### src/rtl/axil_kg_regfile.sv
// AXI4-Lite register file holding one Kugelblitz byte-override command
// (lane index, byte value, two enables) that feeds the per-port substitution logic.
module axil_kg_regfile #(
  parameter int DATA_WIDTH    = 32,
  parameter int ADDR_WIDTH    = 32,
  parameter int STRB_WIDTH    = DATA_WIDTH / 8,
  parameter int KG_ADDR_WIDTH = 6,
  parameter int KG_DATA_WIDTH = 8
) (
  input  logic                     clk,
  input  logic                     rst,

  input  logic [ADDR_WIDTH-1:0]    s_axil_awaddr,
  input  logic [2:0]               s_axil_awprot,
  input  logic                     s_axil_awvalid,
  output logic                     s_axil_awready,
  input  logic [DATA_WIDTH-1:0]    s_axil_wdata,
  input  logic [STRB_WIDTH-1:0]    s_axil_wstrb,
  input  logic                     s_axil_wvalid,
  output logic                     s_axil_wready,
  output logic [1:0]               s_axil_bresp,
  output logic                     s_axil_bvalid,
  input  logic                     s_axil_bready,

  input  logic [ADDR_WIDTH-1:0]    s_axil_araddr,
  input  logic [2:0]               s_axil_arprot,
  input  logic                     s_axil_arvalid,
  output logic                     s_axil_arready,
  output logic [DATA_WIDTH-1:0]    s_axil_rdata,
  output logic [1:0]               s_axil_rresp,
  output logic                     s_axil_rvalid,
  input  logic                     s_axil_rready,

  output logic [KG_ADDR_WIDTH-1:0] kg_address,
  output logic                     kg_address_valid,
  output logic [KG_DATA_WIDTH-1:0] kg_data,
  output logic                     kg_data_valid
);

  localparam logic [5:0]            SEL_ADDR = 6'd0;
  localparam logic [5:0]            SEL_DATA = 6'd1;
  localparam logic [5:0]            SEL_CTRL = 6'd2;
  localparam logic [5:0]            SEL_ID   = 6'd3;
  localparam logic [DATA_WIDTH-1:0] KG_ID    = 32'h4B47_0001;

  logic                     r_awready;
  logic                     r_bvalid;
  logic                     r_arready;
  logic                     r_rvalid;
  logic [DATA_WIDTH-1:0]    r_rdata;
  logic [KG_ADDR_WIDTH-1:0] r_kg_address;
  logic [KG_DATA_WIDTH-1:0] r_kg_data;
  logic                     r_kg_address_valid;
  logic                     r_kg_data_valid;

  logic                     w_wr_hs;
  logic                     w_rd_hs;
  logic [5:0]               w_wr_sel;
  logic [5:0]               w_rd_sel;
  logic [DATA_WIDTH-1:0]    w_bmask;
  logic [KG_ADDR_WIDTH-1:0] w_addr_next;
  logic [KG_DATA_WIDTH-1:0] w_data_next;
  logic [DATA_WIDTH-1:0]    w_rd_data;
  logic                     w_unused;

  // Address bits outside [7:2], prot and upper data bits are intentionally aliased/ignored.
  assign w_unused = ^{s_axil_awprot, s_axil_arprot, s_axil_awaddr, s_axil_araddr,
                      s_axil_wdata, w_bmask};

  assign w_wr_hs  = s_axil_awvalid && s_axil_wvalid && r_awready;
  assign w_rd_hs  = s_axil_arvalid && r_arready;
  assign w_wr_sel = s_axil_awaddr[7:2];
  assign w_rd_sel = s_axil_araddr[7:2];

  // NOTE: every variable written in always_comb gets a default first, so no latch is inferred.
  always_comb begin
    w_bmask = '0;
    for (int i = 0; i < DATA_WIDTH; i++) w_bmask[i] = s_axil_wstrb[i/8];
  end

  assign w_addr_next = (r_kg_address & ~w_bmask[KG_ADDR_WIDTH-1:0]) |
                       (s_axil_wdata[KG_ADDR_WIDTH-1:0] & w_bmask[KG_ADDR_WIDTH-1:0]);
  assign w_data_next = (r_kg_data & ~w_bmask[KG_DATA_WIDTH-1:0]) |
                       (s_axil_wdata[KG_DATA_WIDTH-1:0] & w_bmask[KG_DATA_WIDTH-1:0]);

  always_comb begin
    w_rd_data = '0;
    case (w_rd_sel)
      SEL_ADDR: w_rd_data[KG_ADDR_WIDTH-1:0] = r_kg_address;
      SEL_DATA: w_rd_data[KG_DATA_WIDTH-1:0] = r_kg_data;
      SEL_CTRL: w_rd_data[1:0] = {r_kg_data_valid, r_kg_address_valid};
      SEL_ID:   w_rd_data = KG_ID;
      default:  w_rd_data = '0;
    endcase
  end

  // NOTE: sequential state uses non-blocking assignments so every flop samples pre-edge values;
  // this is also what makes a same-cycle read of a written register return the old value.
  always_ff @(posedge clk) begin
    if (rst) begin
      r_awready          <= 1'b0;
      r_bvalid           <= 1'b0;
      r_arready          <= 1'b0;
      r_rvalid           <= 1'b0;
      r_rdata            <= '0;
      r_kg_address       <= '0;
      r_kg_data          <= '0;
      r_kg_address_valid <= 1'b0;
      r_kg_data_valid    <= 1'b0;
    end else begin
      // awready/wready pulse one cycle after both channels are valid and the B slot is free.
      r_awready <= s_axil_awvalid && s_axil_wvalid && !r_awready && (!r_bvalid || s_axil_bready);
      if (r_bvalid && s_axil_bready) r_bvalid <= 1'b0;
      if (w_wr_hs) begin
        r_bvalid <= 1'b1;
        case (w_wr_sel)
          SEL_ADDR: r_kg_address <= w_addr_next;
          SEL_DATA: r_kg_data    <= w_data_next;
          SEL_CTRL: begin
            if (w_bmask[0]) r_kg_address_valid <= s_axil_wdata[0];
            if (w_bmask[1]) r_kg_data_valid    <= s_axil_wdata[1];
          end
          default: ;
        endcase
      end

      r_arready <= s_axil_arvalid && !r_arready && (!r_rvalid || s_axil_rready);
      if (r_rvalid && s_axil_rready) r_rvalid <= 1'b0;
      if (w_rd_hs) begin
        r_rvalid <= 1'b1;
        r_rdata  <= w_rd_data;
      end
    end
  end

  assign s_axil_awready   = r_awready;
  assign s_axil_wready    = r_awready;
  assign s_axil_bresp     = 2'b00;
  assign s_axil_bvalid    = r_bvalid;
  assign s_axil_arready   = r_arready;
  assign s_axil_rdata     = r_rdata;
  assign s_axil_rresp     = 2'b00;
  assign s_axil_rvalid    = r_rvalid;
  assign kg_address       = r_kg_address;
  assign kg_address_valid = r_kg_address_valid;
  assign kg_data          = r_kg_data;
  assign kg_data_valid    = r_kg_data_valid;

endmodule

### config.mk
export PLATFORM = sky130hd
export DESIGN_NAME = axil_kg_regfile
export DESIGN_NICKNAME = d
export VERILOG_FILES = /design/src/rtl/axil_kg_regfile.sv
export SDC_FILE = /design/constraint.sdc
export NUM_CORES = 1
export LEC_CHECK = 0
export CAP_MARGIN = 20
export CORE_UTILIZATION = 30
export DETAILED_ROUTE_END_ITERATION = 8
export MAX_ROUTING_LAYER = met4
export PLACE_DENSITY = 0.83
export SLEW_MARGIN = 20
export SYNTH_ARGS = -nofsm -noshare
export SYNTH_HDL_FRONTEND = slang
export SYNTH_SLANG_ARGS = --single-unit
### constraint.sdc
create_clock -name clk -period 3.2 [get_ports clk]
set_clock_uncertainty 0.15 [all_clocks]
set_input_delay 0.64 -clock clk [delete_from_list [all_inputs] [get_ports clk]]
set_output_delay 0.64 -clock clk [all_outputs]
set_load 0.01 [all_outputs]
# == Word level (Yosys, flattened, before mapping) ==
# Cells that the tools add are included.
# totals
ff_bits,52
input_bits,113
out_inout_bits,57
wordCells,52
# op_classes
eq_ne,5
n_mux,8
bitwise,8
n_reduce_logical,22
# ops
op,count
23-bit two-way mux,1
6-bit by 2-bit == test with 1-bit output (second input constant),3
8-bit AND,2
6-bit AND,2
6-bit by 1-bit == test with 1-bit output (second input constant),2
6-bit logical NOT,2
1-bit logical AND,9
8-bit NOT,1
8-bit bitwise OR,1
2-bit one-hot mux with 4 select lines,1
4-bit one-hot mux with 2 select lines,1
6-bit NOT,1
6-bit bitwise OR,1
1-bit logical NOT,4
1-bit two-way mux,4
2-bit AND reduction,2
2-bit nonzero test,2
3-bit AND reduction,1
1-bit logical OR,2
2-bit two-way mux,1

# == Logic depth before layout (Yosys ltp) ==
# depth
ltp_word,3
ltp_mapped,4
depth_no_buf,3

# == Worst setup path after synthesis ==
# No wires, ideal clock.
# synth_timing
path_type,input to register
startpoint,in s_axil_araddr[7]
endpoint,"reg r_rdata[2], in the netlist s_axil_rdata[2]"
t_arrival_ns,1.873
t_required_ns,2.980
path_slack_ns,1.106
cell_stages,4
path_buffers,1
cell_sequence,or4_1 buf_2 or4_1 a21oi_1
# synth_between
elab_chain_len,2
elab_cells_between_ends,3
classes_between,1 x eq/ne; 1 x mux; 1 x reduce/logical
# synth_rtl
item,line,source
"start, declared",25,"input logic [ADDR_WIDTH-1:0] s_axil_araddr,"
6-bit by 1-bit == test with 1-bit output / 6-bit logical NOT (equally long branches),88,case (w_rd_sel)
4-bit one-hot mux with 2 select lines *,88,
"end signal, assigned",131,r_rdata <= w_rd_data;
"end, declared",50,logic [DATA_WIDTH-1:0] r_rdata;
# Every way passes the cells marked *; elsewhere a longest branch is shown, timed or not.
# A chain may end at the register's enable or synchronous reset.

# == Final worst setup path ==
# layout_timing
startpoint,in s_axil_araddr[7]
endpoint,"reg r_rdata[7], in the netlist s_axil_rdata[7]"
# layout_between
elab_chain_len,2
# layout_rtl
item,line
6-bit by 1-bit == test with 1-bit output,88
2-bit two-way mux,88
# Every way passes these cells.

==> results.md <==
- DRC: 0
- Total Power Consumption: 740.7 uW
- Startpoint Class: primary input
- Shortest period the worst path allows: 2.315 ns
- Largest net degree at the start of global routing: 22
- Highest clock rate: 0.4319 GHz
- Run status: complete, no violations
- Clock sink count: 29
- Total Routing Usage GR: 13.98%
- Gate count after technology mapping: 162
- Class of the tightest hold or removal check: reg -> reg
- Detailed-route vias per instance: 4.294
- Worst-case headroom to the max-slew limit: 49.08%
- Critical path capture point type: flop
- Start-to-end type of the worst setup path: in -> reg
- Number of storage elements in the synthesis netlist: 29
- HPWL after detailed placement: 2732 um
- Antenna violations before repair: 0
- Count of cells resized by post-cts repair: 0
- Final hold violation count: 0
- Deepest clock path buffer count: 2
- Post-synthesis to final-layout area growth: 44.06%
- Horizontal extent of the die: 72.83 um
- Final Max Slew Viols: 0
- Clock-pin slew on the worst setup and hold paths: 0.06 ns
- Inst Count DP: 279
- Library cell appearing most often on the critical path: sky130_fd_sc_hd__or4_1
- WHS: 0.3075 ns
- Mean instance size in the synthesized netlist: 9.291 sq um
- Reg2Reg Setup Slack: 1.37 ns
- Share of final-layout standard cells stronger than drive strength 1: 5.023%
- Count of antenna diodes in the layout: 0
- Starting utilization of the core area: 31.45%
- Post-CTS Hold Buffers: 0
- Part of the total power dissipated in the clock network: 39.5%
- Deepest level of the CTS H-tree: 2
- Count of placed standard cells in the final layout, fillers left out: 286
- Maximum ir drop on the vdd rail: 0.2078 mV
- Reported leakage power: 0.8021 nW
- Synth unique cells: 26
- Delay of the slowest cell on the worst path: 0.65 ns
- Post-synthesis cell type with the largest combined area: sky130_fd_sc_hd__dfxtp_1
- Int Pwr: 580.0 uW
- Largest cells by area after synthesis: sky130_fd_sc_hd__dfxtp_1 (39%), sky130_fd_sc_hd__buf_4 (14%), sky130_fd_sc_hd__mux2i_1 (14%), sky130_fd_sc_hd__nand2b_1 (10%), sky130_fd_sc_hd__or4_1 (4.0%)
- Cell with the largest stage delay on the worst path: sky130_fd_sc_hd__or4_1
- Fraction of the yosys area taken by sequential cells: 38.57%
- Core Footprint: 0.004786 sq mm
- Hold depth: 2
- Max FO, Critical Path: 9
- Buffers inserted by post-CTS timing repair: 0
- Die area: 0.005304 sq mm
- Cell count of the worst reg-to-reg path: 3
- Overall via count from detail_route: 1228
- Data arrival, critical path: 2.37 ns
- Net Switching: 160.7 uW
- Areal power density over the cells: 341.6 mW/mm^2
- Switching share of total power: 21.69%
- Global-route wire length before repair: 5375 um
- Inserted Clock Buffers: 5
- CTS tree: built
- Number of max-cap violations: 0
- Yosys warnings: 0
- Antenna-violating nets left: 0
- Unrepaired setup endpoints after global routing: false
- Final critical-path share of the clock period: 72.35%
- Routed length per instance: 11.93 um
- First-pass iteration count of the detailed router: 4
- Power share of the combinational group: 11.3%
- Port Buf Inserts: 64
- I/O pin total: 170
- Area of the mapped netlist: 0.001505 sq mm
- Skew-Pair Late Insertion Delay: 0.27 ns
- Transition time at the pin with the least slew margin: 0.7581 ns
- Proportion of netlist area held by the largest area contributor: 38.57%
- Required time of the critical path: 3.25 ns
- Vias in the first global route: 1153
- Starting DRT DRC Count: 19
- Final-report setup violation count: 0
- Core Rows: 25
- Total negative slack for setup checks: 0 ns
- Master cell of the clock root buffer: sky130_fd_sc_hd__clkbuf_8
- RD Place Congestion: 0.7066
- Fin nets: 332
- Total congestion overflow: 0
- Cell-by-cell trace of the critical path: clkdlybuf4s50_1 -> or4_1 -> or4_1 -> a21oi_1
- Die height: 72.83 um
- Part of the power in registers: 49.2%
- Routed wire length: 3412 um
[per-layer routing]
metal / GRT usage [%] / vias to the layer above / routed length (um)
met5: - / - / 0
met4: 4.575 / 0 / 27
met3: 4.144 / 5 / 221
met2: 24.40 / 55 / 1728
met1: 15.19 / 553 / 1434
li1: - / 615 / -
[cell usage in the layout, fill, tap and decap left out, types with 2 or more instances in the layout]
master and n:
sky130_fd_sc_hd__clkdlybuf4s50_1 64, sky130_fd_sc_hd__buf_4 3, sky130_fd_sc_hd__nand2b_1 25, sky130_fd_sc_hd__mux2i_1 21, sky130_fd_sc_hd__a21oi_1 8, sky130_fd_sc_hd__conb_1 20, sky130_fd_sc_hd__or4_1 8, sky130_fd_sc_hd__nand3b_1 2
sky130_fd_sc_hd__nand4bb_1 2, sky130_fd_sc_hd__nor2b_1 4, sky130_fd_sc_hd__nor2_1 2, sky130_fd_sc_hd__nand2_1 12, sky130_fd_sc_hd__dfxtp_1 29, sky130_fd_sc_hd__clkbuf_8 6
[cells in the mapped netlist]
cell type / count
sky130_fd_sc_hd__nand2b_1: 25
sky130_fd_sc_hd__a211oi_1: 1
sky130_fd_sc_hd__o31ai_1: 1
sky130_fd_sc_hd__a2bb2oi_1: 1
sky130_fd_sc_hd__conb_1: 1
sky130_fd_sc_hd__nand3b_1: 2
sky130_fd_sc_hd__nor2b_1: 4
sky130_fd_sc_hd__nor4_4: 1
sky130_fd_sc_hd__and3_1: 1
sky130_fd_sc_hd__nand2_1: 12
sky130_fd_sc_hd__inv_1: 1
sky130_fd_sc_hd__a21oi_1: 8
sky130_fd_sc_hd__or3_1: 1
sky130_fd_sc_hd__a31oi_1: 1
sky130_fd_sc_hd__buf_4: 28
sky130_fd_sc_hd__nor4_1: 1
sky130_fd_sc_hd__nor4b_1: 1
sky130_fd_sc_hd__nor2_1: 2
sky130_fd_sc_hd__dfxtp_1: 29
sky130_fd_sc_hd__mux2i_1: 21
sky130_fd_sc_hd__or2_2: 1
sky130_fd_sc_hd__or4_1: 8
sky130_fd_sc_hd__clkbuf_1: 7
sky130_fd_sc_hd__nand4bb_1: 2
sky130_fd_sc_hd__o41ai_1: 1
sky130_fd_sc_hd__buf_2: 1
[path summary, 6_finish.rpt]
check,endpoint,start
max,s_axil_rdata[7],s_axil_araddr[7]
min reg2reg,s_axil_rdata[2],s_axil_rdata[2]
max reg2reg,flop,s_axil_awready
min,s_axil_rdata[2],s_axil_rdata[2]
[worst max-delay path, delay by kind of cell]
kind | cells | cell delay (ns)
AND/OR/NAND/NOR | 2 | 1.18
buffers and inverters | 1 | 0.39
AO/OA/AOI/OAI | 1 | 0.16
[power by group through the flow]
stage / combinational [mW] / clock, mW / sequential (mW)
2_1_floorplan: 0.0549 / 0 / 0.373
3_3_place_gp: 0.0828 / 0 / 0.372
3_5_place_dp: 0.0839 / 0 / 0.373
4_1_cts: 0.0840 / 0.302 / 0.365
5_1_grt: 0.0910 / 0.320 / 0.365
6_report: 0.0834 / 0.293 / 0.365
[stage by stage]
step | utilization [%] | instance area, sq um | setup slack [ns]
5_1_grt | 45.31 | 2168 | 0.8077
2_1_floorplan | - | 1577 | 1.106
6_report | 45.31 | 2168 | 0.8847
3_5_place_dp | 43.50 | 2082 | 0.5914
3_3_place_gp | 43.50 | 2082 | 0.6191
4_1_cts | 45.31 | 2168 | 0.8724
[final cells by class]
cell class / count / area (sq um)
fill: 480 / 2618
inverter: 1 / 3.754
tap: 67 / 83.83
clock buffer: 7 / 86.33
sequential: 29 / 580.6
timing repair buffer: 67 / 663.1
multi-input combinational: 115 / 750.7
[cell families (layout without fill, tap and decap cells)]
logic type | Yosys count | after routing | share of synthesized area (%)
flip-flops | 29 | 29 | 38.57
AND/OR/NAND/NOR | 61 | 61 | 25.69
other | 1 | 20 | 0.2491
AO/OA/AOI/OAI | 13 | 13 | 5.238
buffers and inverters | 37 | 75 | 16.29
multiplexers | 21 | 21 | 13.96
Note: power is estimated with default switching activity, not from simulation.
